**config.mk**
```make
export PLATFORM = sky130hd
export DESIGN_NAME = operand_permu_mqueue
export DESIGN_NICKNAME = d
export VERILOG_FILES = /design/src/rtl/operand_permu_mqueue.sv
export SDC_FILE = /design/constraint.sdc
export NUM_CORES = 2
export LEC_CHECK = 0
export ABC_CLOCK_PERIOD_IN_PS = 41900
export CAP_MARGIN = 0
export CORE_AREA = 2 2 411 413
export CTS_CLUSTER_DIAMETER = 60
export DETAILED_ROUTE_END_ITERATION = 12
export DIE_AREA = 0 0 413 415
export GPL_ROUTABILITY_DRIVEN = 0
export GPL_TIMING_DRIVEN = 0
export PLACE_DENSITY_LB_ADDON = 0.1
export SLEW_MARGIN = 5
export SYNTH_ARGS = -nofsm -noshare
export SYNTH_HDL_FRONTEND = slang
export SYNTH_SLANG_ARGS = --single-unit
```
**constraint.sdc**
```tcl
create_clock -name clk_i -period 41.9 [get_ports clk_i]
set_input_delay 10.475 -clock clk_i [delete_from_list [all_inputs] [get_ports clk_i]]
set_output_delay 10.475 -clock clk_i [all_outputs]
set_load 0.02 [all_outputs]
```
**src/rtl/operand_permu_mqueue.sv**
```systemverilog
// ----------------------------------------------------------------------------
// operand_permu_mqueue
//
// Operand queue that sits between the register-file banks and one functional
// unit. It collects one 64-bit word per bank, pushes each complete beat into a
// small data FIFO, and presents it to the consumer. When the consumer needs
// elements twice as wide, it splits each beat into two output beats with
// zero or sign extension. A command FIFO holds the element count, element
// width, conversion mode and target unit for each operation in flight. A
// credit counter tells the requester how many beats it may still issue.
//
// Ports
//   clk_i                 : clock
//   rst_i                 : synchronous active-high reset
//   flush_i               : synchronous flush, same effect as reset
//   cmd_i / cmd_valid_i   : command push (no backpressure)
//   cmd_pop_o             : pulses when the head command retires
//   operand_i             : NrBanks x 64-bit bank words
//   operand_valid_i       : per-bank valid; banks may arrive in any cycle
//   operand_issued_i      : requester issued one beat (takes one credit)
//   operand_queue_ready_o : a credit is available
//   operand_o             : converted output beat
//   operand_valid_o       : output beat valid, replicated per bank
//   operand_last_o        : final beat of the head command
//   operand_target_fu_o   : target unit of the head command
//   operand_ready_i       : consumer ready; any bit set accepts the beat
//
// conv encoding: 0 = None, 1 = Zext2, 2 = Sext2 (3 behaves as None).
// eew encoding:  0 = 8 bit, 1 = 16 bit, 2 = 32 bit, 3 = 64 bit.
// ----------------------------------------------------------------------------
module operand_permu_mqueue #(
    parameter int unsigned CmdBufDepth  = 2,
    parameter int unsigned DataBufDepth = 2,
    parameter int unsigned NrBanks      = 8,
    parameter int unsigned NrSlaves     = 1,
    parameter int unsigned VLEN         = 4096,
    parameter int unsigned FuWidth      = 3
) (
    input  logic                        clk_i,
    input  logic                        rst_i,
    input  logic                        flush_i,
    input  struct packed {
        logic [$clog2(VLEN+1)-1:0] elem_count;
        logic [1:0]                eew;
        logic [1:0]                conv;
        logic [FuWidth-1:0]        target_fu;
    }                                   cmd_i,
    input  logic                        cmd_valid_i,
    output logic                        cmd_pop_o,
    input  logic [NrBanks-1:0][63:0]    operand_i,
    input  logic [NrBanks-1:0]          operand_valid_i,
    input  logic                        operand_issued_i,
    output logic                        operand_queue_ready_o,
    output logic [NrBanks-1:0][63:0]    operand_o,
    output logic [NrBanks-1:0]          operand_valid_o,
    output logic                        operand_last_o,
    output logic [FuWidth-1:0]          operand_target_fu_o,
    input  logic [NrSlaves-1:0]         operand_ready_i
);

    localparam int unsigned ElemCntW  = $clog2(VLEN + 1);
    localparam int unsigned CreditW   = $clog2(DataBufDepth) + 1;
    localparam int unsigned CmdPtrW   = (CmdBufDepth > 1) ? $clog2(CmdBufDepth) : 1;
    localparam int unsigned DataPtrW  = (DataBufDepth > 1) ? $clog2(DataBufDepth) : 1;
    localparam int unsigned CmdUsedW  = $clog2(CmdBufDepth + 1);
    localparam int unsigned DataUsedW = $clog2(DataBufDepth + 1);

    typedef enum logic [1:0] {
        ConvNone  = 2'd0,
        ConvZext2 = 2'd1,
        ConvSext2 = 2'd2
    } conv_e;

    typedef logic [NrBanks-1:0][63:0] beat_t;

    // Widen the elements of one 32-bit half word to twice their width.
    function automatic logic [63:0] widen(input logic [31:0] half, input logic [1:0] eew,
                                          input logic sext);
        logic [63:0] res;
        res = '0;
        case (eew)
            2'd0: begin
                for (int i = 0; i < 4; i++) begin
                    res[16*i +: 16] = {{8{sext & half[8*i+7]}}, half[8*i +: 8]};
                end
            end
            2'd1: begin
                for (int i = 0; i < 2; i++) begin
                    res[32*i +: 32] = {{16{sext & half[16*i+15]}}, half[16*i +: 16]};
                end
            end
            default: res = {{32{sext & half[31]}}, half};
        endcase
        return res;
    endfunction

    // ------------------------------------------------------------------
    // State
    // ------------------------------------------------------------------
    logic [ElemCntW-1:0]  cmd_cnt_q  [CmdBufDepth];
    logic [ElemCntW-1:0]  cmd_cnt_d  [CmdBufDepth];
    logic [1:0]           cmd_eew_q  [CmdBufDepth];
    logic [1:0]           cmd_eew_d  [CmdBufDepth];
    conv_e                cmd_conv_q [CmdBufDepth];
    conv_e                cmd_conv_d [CmdBufDepth];
    logic [FuWidth-1:0]   cmd_fu_q   [CmdBufDepth];
    logic [FuWidth-1:0]   cmd_fu_d   [CmdBufDepth];
    logic [CmdPtrW-1:0]   cmd_wptr_q, cmd_wptr_d;
    logic [CmdPtrW-1:0]   cmd_rptr_q, cmd_rptr_d;
    logic [CmdUsedW-1:0]  cmd_used_q, cmd_used_d;

    beat_t                data_mem_q [DataBufDepth];
    beat_t                data_mem_d [DataBufDepth];
    logic [DataPtrW-1:0]  data_wptr_q, data_wptr_d;
    logic [DataPtrW-1:0]  data_rptr_q, data_rptr_d;
    logic [DataUsedW-1:0] data_used_q, data_used_d;

    beat_t                stage_data_q, stage_data_d;
    logic [NrBanks-1:0]   stage_flag_q, stage_flag_d;

    logic [CreditW-1:0]   credit_q, credit_d;
    logic [ElemCntW-1:0]  served_q, served_d;
    logic                 half_q, half_d;

    // ------------------------------------------------------------------
    // Combinational signals
    // ------------------------------------------------------------------
    beat_t                beat_in;
    beat_t                head_beat;
    beat_t                out_beat;
    logic                 data_push, data_wr, data_pop, data_full;
    logic                 cmd_wr, cmd_full;
    logic [ElemCntW-1:0]  head_cnt;
    logic [1:0]           head_eew;
    conv_e                head_conv;
    logic [FuWidth-1:0]   head_fu;
    logic                 conv_active;
    logic [1:0]           eew_out;
    logic [31:0]          beat_elems;
    logic [32:0]          served_sum;
    logic                 is_last;
    logic                 out_valid, accept, retire;

    // Bank staging: each bank is captured once; a beat is complete when every
    // bank is either already captured or arriving this cycle.
    always_comb begin
        stage_flag_d = stage_flag_q;
        stage_data_d = stage_data_q;
        beat_in      = '0;
        for (int b = 0; b < NrBanks; b++) begin
            beat_in[b] = stage_flag_q[b] ? stage_data_q[b] : operand_i[b];
            if (operand_valid_i[b] && !stage_flag_q[b]) begin
                stage_flag_d[b] = 1'b1;
                stage_data_d[b] = operand_i[b];
            end
        end
        data_push = &(stage_flag_q | operand_valid_i);
        if (data_push) begin
            stage_flag_d = '0;
        end
    end

    // Head command decode and output beat formation.
    always_comb begin
        head_cnt    = cmd_cnt_q[cmd_rptr_q];
        head_eew    = cmd_eew_q[cmd_rptr_q];
        head_conv   = cmd_conv_q[cmd_rptr_q];
        head_fu     = cmd_fu_q[cmd_rptr_q];
        head_beat   = data_mem_q[data_rptr_q];

        // 64-bit elements cannot be widened further, so they pass through.
        conv_active = ((head_conv == ConvZext2) || (head_conv == ConvSext2)) &&
                      (head_eew != 2'd3);
        eew_out     = conv_active ? head_eew + 2'd1 : head_eew;
        beat_elems  = 32'(NrBanks) << (2'd3 - eew_out);
        served_sum  = 33'(served_q) + 33'(beat_elems);
        is_last     = served_sum >= 33'(head_cnt);

        out_beat = '0;
        for (int b = 0; b < NrBanks; b++) begin
            if (conv_active) begin
                out_beat[b] = widen(half_q ? head_beat[b][63:32] : head_beat[b][31:0],
                                    head_eew, head_conv == ConvSext2);
            end else begin
                out_beat[b] = head_beat[b];
            end
        end

        out_valid = (data_used_q != '0) && (cmd_used_q != '0);
        accept    = out_valid && (|operand_ready_i);
        retire    = accept && is_last;
        // The last beat frees its input beat even if only the low half was used.
        data_pop  = accept && (is_last || !conv_active || half_q);
    end

    // Element counter and half-select.
    always_comb begin
        served_d = served_q;
        half_d   = half_q;
        if (accept) begin
            if (is_last) begin
                served_d = '0;
                half_d   = 1'b0;
            end else begin
                served_d = served_q + ElemCntW'(beat_elems);
                if (conv_active) begin
                    half_d = ~half_q;
                end
            end
        end
    end

    // Data FIFO.
    always_comb begin
        data_full  = (data_used_q == DataUsedW'(DataBufDepth));
        data_wr    = data_push && (!data_full || data_pop);
        data_mem_d = data_mem_q;
        if (data_wr) begin
            data_mem_d[data_wptr_q] = beat_in;
        end
        data_wptr_d = data_wptr_q;
        if (data_wr) begin
            data_wptr_d = (data_wptr_q == DataPtrW'(DataBufDepth - 1)) ? '0
                                                                      : data_wptr_q + 1'b1;
        end
        data_rptr_d = data_rptr_q;
        if (data_pop) begin
            data_rptr_d = (data_rptr_q == DataPtrW'(DataBufDepth - 1)) ? '0
                                                                      : data_rptr_q + 1'b1;
        end
        case ({data_wr, data_pop})
            2'b10:   data_used_d = data_used_q + 1'b1;
            2'b01:   data_used_d = data_used_q - 1'b1;
            default: data_used_d = data_used_q;
        endcase
    end

    // Command FIFO.
    always_comb begin
        cmd_full   = (cmd_used_q == CmdUsedW'(CmdBufDepth));
        cmd_wr     = cmd_valid_i && (!cmd_full || retire);
        cmd_cnt_d  = cmd_cnt_q;
        cmd_eew_d  = cmd_eew_q;
        cmd_conv_d = cmd_conv_q;
        cmd_fu_d   = cmd_fu_q;
        if (cmd_wr) begin
            cmd_cnt_d[cmd_wptr_q]  = cmd_i.elem_count;
            cmd_eew_d[cmd_wptr_q]  = cmd_i.eew;
            cmd_conv_d[cmd_wptr_q] = conv_e'(cmd_i.conv);
            cmd_fu_d[cmd_wptr_q]   = cmd_i.target_fu;
        end
        cmd_wptr_d = cmd_wptr_q;
        if (cmd_wr) begin
            cmd_wptr_d = (cmd_wptr_q == CmdPtrW'(CmdBufDepth - 1)) ? '0 : cmd_wptr_q + 1'b1;
        end
        cmd_rptr_d = cmd_rptr_q;
        if (retire) begin
            cmd_rptr_d = (cmd_rptr_q == CmdPtrW'(CmdBufDepth - 1)) ? '0 : cmd_rptr_q + 1'b1;
        end
        case ({cmd_wr, retire})
            2'b10:   cmd_used_d = cmd_used_q + 1'b1;
            2'b01:   cmd_used_d = cmd_used_q - 1'b1;
            default: cmd_used_d = cmd_used_q;
        endcase
    end

    // Credits: issued beats not yet popped from the data FIFO.
    always_comb begin
        case ({operand_issued_i, data_pop})
            2'b10:   credit_d = credit_q + 1'b1;
            2'b01:   credit_d = credit_q - 1'b1;
            default: credit_d = credit_q;
        endcase
    end

    // Control state; flush shares the reset path and overrides every update.
    always_ff @(posedge clk_i) begin
        if (rst_i || flush_i) begin
            cmd_wptr_q   <= '0;
            cmd_rptr_q   <= '0;
            cmd_used_q   <= '0;
            data_wptr_q  <= '0;
            data_rptr_q  <= '0;
            data_used_q  <= '0;
            stage_flag_q <= '0;
            credit_q     <= '0;
            served_q     <= '0;
            half_q       <= 1'b0;
        end else begin
            cmd_wptr_q   <= cmd_wptr_d;
            cmd_rptr_q   <= cmd_rptr_d;
            cmd_used_q   <= cmd_used_d;
            data_wptr_q  <= data_wptr_d;
            data_rptr_q  <= data_rptr_d;
            data_used_q  <= data_used_d;
            stage_flag_q <= stage_flag_d;
            credit_q     <= credit_d;
            served_q     <= served_d;
            half_q       <= half_d;
        end
    end

    // Storage needs no reset: occupancy and staging flags gate every use.
    always_ff @(posedge clk_i) begin
        cmd_cnt_q    <= cmd_cnt_d;
        cmd_eew_q    <= cmd_eew_d;
        cmd_conv_q   <= cmd_conv_d;
        cmd_fu_q     <= cmd_fu_d;
        data_mem_q   <= data_mem_d;
        stage_data_q <= stage_data_d;
    end

    assign operand_o             = out_beat;
    assign operand_valid_o       = {NrBanks{out_valid}};
    assign operand_last_o        = out_valid && is_last;
    assign operand_target_fu_o   = head_fu;
    assign cmd_pop_o             = retire;
    assign operand_queue_ready_o = (credit_q != CreditW'(DataBufDepth));

endmodule
```
# Yosys cells after proc, flatten, opt, wreduce, memory -nomap -nowiden
# Index checks and enable logic that the tools add are counted.
# totals
register_bits	1608
latch_bits	0
mem_bits_rw	0
romBits	0
input_bits	546
output_inout_bits	526
word_cells	238
n_memories	0
# op_classes
addsub	14
multipliers	0
div_mod_pow	0
order_cmp	7
n_eq_ne	13
n_shift	1
mux	71
n_bitwise	38
n_reduce_logical	45
# op_table
op	n
$mux W512	4
$bwmux W1024	1
$mux W64	16
$pmux W56 S2	8
$demux W512 S1	1
$mux W32	8
$mux W13	5
$add A13 B32 Y33	1
$ge A33 B13 Y1	1
$and A1 B1 Y1	32
$shl A4 B2 Y32 const A	1
$bwmux W26	1
$logic_and A1 B1 Y1	18
$mux W2	8
$add A13 B13 Y13	1
$demux W13 S1	1
$eq A2 B2 Y1 const B	6
$mux W3	4
$pmux W2 S2	3
$reduce_bool A2 Y1	6
$logic_not A1 Y1	11
$eq A2 B1 Y1 const B	5
$add A2 B1 Y2 const B	4
$bwmux W4	2
18 further kinds	41

# Logic depth before layout (Yosys ltp)
# depth
depth_word	19
depth_mapped	28

# Worst setup path before layout
# Ideal clock, no wire load.
# synth_path
path_type	in2reg
from	input operand_valid_i[3]
to	register data_mem_q[1000] (netlist bit) (enable)
setup_time_ns	1.460
arrival_ns	33.567
path_slack_ns	6.874
cell_stages	5
cell_sequence	nor2_1 nor4_1 nand2_1 a31oi_1 nor2b_1
# synth_via
elab_chain_cells	3
# synth_lines
element	line	source
start, declared	51	input logic [NrBanks-1:0] operand_valid_i,
$or A8 B8 Y8	157	data_push = &(stage_flag_q | operand_valid_i);
$reduce_and A8 Y1	157	
$logic_and A1 B1 Y1	216	data_wr = data_push && (!data_full || data_pop);
end signal, assigned	309	data_mem_q <= data_mem_d;
end, declared	112	beat_t data_mem_q [DataBufDepth];
# Every way passes these cells.
# A chain may end at the register's enable or synchronous reset.

# Worst setup path after layout
# layout_path
from	input operand_ready_i
to	output cmd_pop_o
# layout_via
elab_chain_cells	2
# layout_lines
element	line	source
start, declared	58	input logic [NrSlaves-1:0] operand_ready_i
$logic_and A1 B1 Y1	190	accept = out_valid && (|operand_ready_i);
$logic_and A1 B1 Y1	191	retire = accept && is_last;
end, declared	49	output logic cmd_pop_o,
# Every way passes these cells.

==> metrics <==
worst hold margin=around 0.49 ns; worst path cell trace=clkdlybuf4s50_1 > and2_1 > o31ai_4 > inv_1 > clkdlybuf4s50_1; pin count of the biggest net entering global routing=between 50 and 60; multiplexer area fraction after synthesis=18.29%; actual slew at the worst max-slew pin=approximately 1.6 ns; # hold bufs at CTS=0; unrepaired setup endpoints after global routing=false; final std cell area, no fill=~90000 µm²; result of the run=complete, but fails checks; setup TNS=0 ns; syn_nets=around 5000; placed instance area=~84000 µm²; wire per inst=~36 µm; Horiz. Die Dim=413 µm; leading cell types by total area after synthesis=sky130_fd_sc_hd__edfxtp_1 (68%), sky130_fd_sc_hd__mux2_2 (9.8%), sky130_fd_sc_hd__mux2i_1 (8.5%); count of clock tree sinks=~1600; number of buffers between clock root and the deepest sink=3; core area=166700 µm²; number of global-route vias before repair=about 47000; number of buffers added by the clock tree synthesis step=181; cell row count=150; violations in the final reports=max-capacitance violations, max-slew violations; DIE AREA=roughly 170000 µm²; placed cell count=7758; Crit path arrival time=~12 ns; commonest non-fill, non-tap cells in the layout=sky130_fd_sc_hd__edfxtp_1 (1576), sky130_fd_sc_hd__clkdlybuf4s50_1 (1071), sky130_fd_sc_hd__mux2_2 (606); CP Class=input pin to output port; power density over cell area=~43 nW/µm²; final worst path period share=54.08%; internal portion of total power=about 2.9 mW; top fanout value on the critical path=7; antenna-violating nets left=0; end of the worst hold path=served_q[3]$_SDFFE_PP0P_; top-level port count=1072; DP Worst Slack=19.28 ns; number of slew-limit violations in the final report=11; Area growth, synth to finish=29.67%; headroom to the max-slew limit=-4.084%; switching fraction of total power=25.60%; number of search-and-repair iterations in the first detailed-routing pass=6; number of nets at the end of the flow=between 6000 and 7000; detailed-route DRC error count=0; highest clock rate=between 40 and 50 MHz; total routing usage reported by global routing=between 30% and 40%; endpoint required time on the critical path=approximately 31 ns; floorplan die height=slightly above 400 µm; Gate Count Post-Synth=around 4400; dominant combinational cell family by area after synthesis=multiplexers; number of enable-type register cells in the synthesized netlist=around 1600; number of vias per cell after detailed routing=between 5 and 6; critical path's most frequent cell=sky130_fd_sc_hd__clkdlybuf4s50_1; async set-or-reset flop fraction in the synthesized netlist=0%; number of instances on the worst hold path=1; clock tree from TritonCTS=yes; LEAKAGE=between 20 and 30 nW; most common library cell in the layout ignoring fill and taps=sky130_fd_sc_hd__edfxtp_1; area share of and/or/nand/nor cells after synthesis=under 10%; worst min-delay path category=flip-flop to flip-flop; half-perimeter wire length after detailed placement=219900 µm; final setup violating endpoints=0; gr ovfl total=0; number of buffers and inverters on the critical path=3; Max Cap Viol=1; worst r2r src=cmd_rptr_q$_SDFFE_PP0P_; proportion of power drawn by combinational gates=between 10% and 20%; Critical Path Sink Type=output port; Tmin final=22.66 ns; post-cts gate resize count=0; Psw=approximately 1000 µW; cell with the largest stage delay on the worst path=sky130_fd_sc_hd__clkdlybuf4s50_1; part of the Yosys area used for sequential elements=between 60% and 70%; Initial Utilization=approximately two fifths; depth of the worst register-to-register path=27; share of synthesized cell area in full adder, half adder and majority cells=less than 1%; routed wire length=292400 µm; Slowest Stage Delay on Critical Path=between 0.6 and 0.7 ns; synthesized area per cell=15.73 µm²; source-to-sink clock delay at the later pin of the worst-skew pair=slightly above 0.8 ns; final hold vios=0; flops & latches, synth=1605; crit path setup slack, layout=19.24 ns; fillers=13960; total number of yosys warnings=0; DR vias=approximately 48000; starting DRC count in detailed routing=5270; number of standard cells in the final layout excluding fillers=between 8000 and 9000; area leader, netlist=sky130_fd_sc_hd__edfxtp_1; port buffer count=between 1000 and 1500; relative contribution of sequential cells to total power=between 40 and 50%; endpoint of the worst-slack reg-to-reg timing path=data_mem_q[101]$_DFFE_PP_; Peak VDD IR=approximately 0.000043 V; HP Start=served_q[3]$_SDFFE_PP0P_; Post-Route Skew=approximately 0.021 ns; clock network power share=about 40%; cell family contributing the most delay on the critical path=buffers and inverters; xor and xnor fraction of the mapped netlist area=less than 1%; share of the synthesized area in the top cell type=67.93%; register clock-pin slew on the reported worst setup and hold paths=roughly 0.06 ns; crit start category=input pin; post-synth design cell area=approximately 70000 µm²; Cell variety after synth=60; Post-CTS Setup Inserts=0; deepest level of the CTS H-tree=4; reg2reg setup slack=32.51 ns; antenna violations before repair=99; first-pass GRT wire length=388000 µm; root buffer cell=sky130_fd_sc_hd__clkbuf_16; complex-gate fraction of the synthesized area=under 10%; prevailing post-synth register cell=sky130_fd_sc_hd__edfxtp_1; share of post-route cells with drive strength above 1=about 18%
-- power groups by stage --
| stage | Clock (mW) | Combinational, mW | Sequential [mW] |
|---|---|---|---|
| 2_1_floorplan | 0 | 0.210 | 1.86 |
| 3_3_place_gp | 0 | 0.505 | 1.86 |
| 3_5_place_dp | 0 | 0.518 | 1.85 |
| 4_1_cts | 1.57 | 0.521 | 1.82 |
| 5_1_grt | 1.63 | 0.541 | 1.82 |
| 6_report | 1.56 | 0.526 | 1.82 |
-- cell type report --
cell class	instances	area (µm²)	share of cell area [%]
repair buffers	1125	11950	13.23
flip-flops and latches	1605	47910	53.03
plain buffers	277	1453	1.608
clock buffers	229	4868	5.389
clock inverters	109	865.8	0.9584
inverters	13	48.80	0.05401
well taps	2204	2758	3.052
diodes	52	130.1	0.1440
multi-input cells	2534	20360	22.54
-- per-layer routing --
| layer | vias to the layer above | GRT usage [%] | wire length (µm) | share of wire [%] |
|---|---|---|---|---|
| met5 | - | 0 | 448 | 0.15 |
| met4 | 68 | 14.97 | 13390 | 4.6 |
| met3 | 576 | 10.88 | 29350 | 10 |
| met2 | 2484 | 54.26 | 140200 | 48 |
| met1 | 24370 | 39.92 | 108900 | 37 |
| li1 | 20110 | - | - | - |
-- flip-flops by register name, indices dropped and copies added (netlist names) --
signal        flops
credit_q          2
data_mem_q     1024
cmd_conv_q        4
cmd_eew_q         4
stage_flag_q      8
half_q            1
cmd_rptr_q        1
cmd_cnt_q        26
data_wptr_q       1
served_q         10
data_rptr_q       1
cmd_used_q        2
cmd_fu_q          6
data_used_q       2
stage_data_q    512
cmd_wptr_q        1
-- synthesized netlist by cell type, types with 14 or more instances --
| cell | n |
|---|---|
| sky130_fd_sc_hd__edfxtp_1 | 1576 |
| sky130_fd_sc_hd__mux2_2 | 606 |
| sky130_fd_sc_hd__mux2i_1 | 591 |
| sky130_fd_sc_hd__nand2_1 | 350 |
| sky130_fd_sc_hd__a22oi_1 | 306 |
| sky130_fd_sc_hd__a21oi_1 | 235 |
| sky130_fd_sc_hd__clkbuf_1 | 174 |
| sky130_fd_sc_hd__o21ai_0 | 138 |
| sky130_fd_sc_hd__nor2_1 | 101 |
| sky130_fd_sc_hd__buf_6 | 36 |
| sky130_fd_sc_hd__buf_2 | 31 |
| sky130_fd_sc_hd__dfxtp_1 | 29 |
| sky130_fd_sc_hd__buf_4 | 24 |
| sky130_fd_sc_hd__a31oi_1 | 19 |
| sky130_fd_sc_hd__ha_1 | 19 |
| sky130_fd_sc_hd__nand2b_1 | 19 |
| sky130_fd_sc_hd__a32oi_1 | 14 |
-- stage by stage --
step	utilization [%]	power (mW)
after detailed placement	50.69	2.372
final	54.21	3.904
after global placement	49.89	2.370
after floorplan	-	2.068
after CTS	54.13	3.911
after global routing	54.18	3.994
-- cell families after synthesis --
group | Yosys count
DFF | 1605
muxes | 1197
xor gates and xnor gates | 12
AOI/OAI and AO/OA | 788
and+or+nand+nor | 517
buffers and inverters | 290
adders and majority gates | 20
-- worst max-delay path by stage --
stage | start | to | slack [ns] | cells past startpoint
finish | operand_ready_i | cmd_pop_o | 19.24 | 5
global route | operand_ready_i | cmd_pop_o | 19.16 | 5
CTS | operand_ready_i | cmd_pop_o | 19.26 | 5
detailed placement | operand_ready_i | cmd_pop_o | 19.28 | 5
global placement | operand_valid_i[7] | data_mem_q[517]$_DFFE_PP_ | -13.17 | 6
floorplan | operand_valid_i[3] | data_mem_q[1000]$_DFFE_PP_ | 6.87 | 5
No activity file was read; power rests on OpenSTA's default activity.
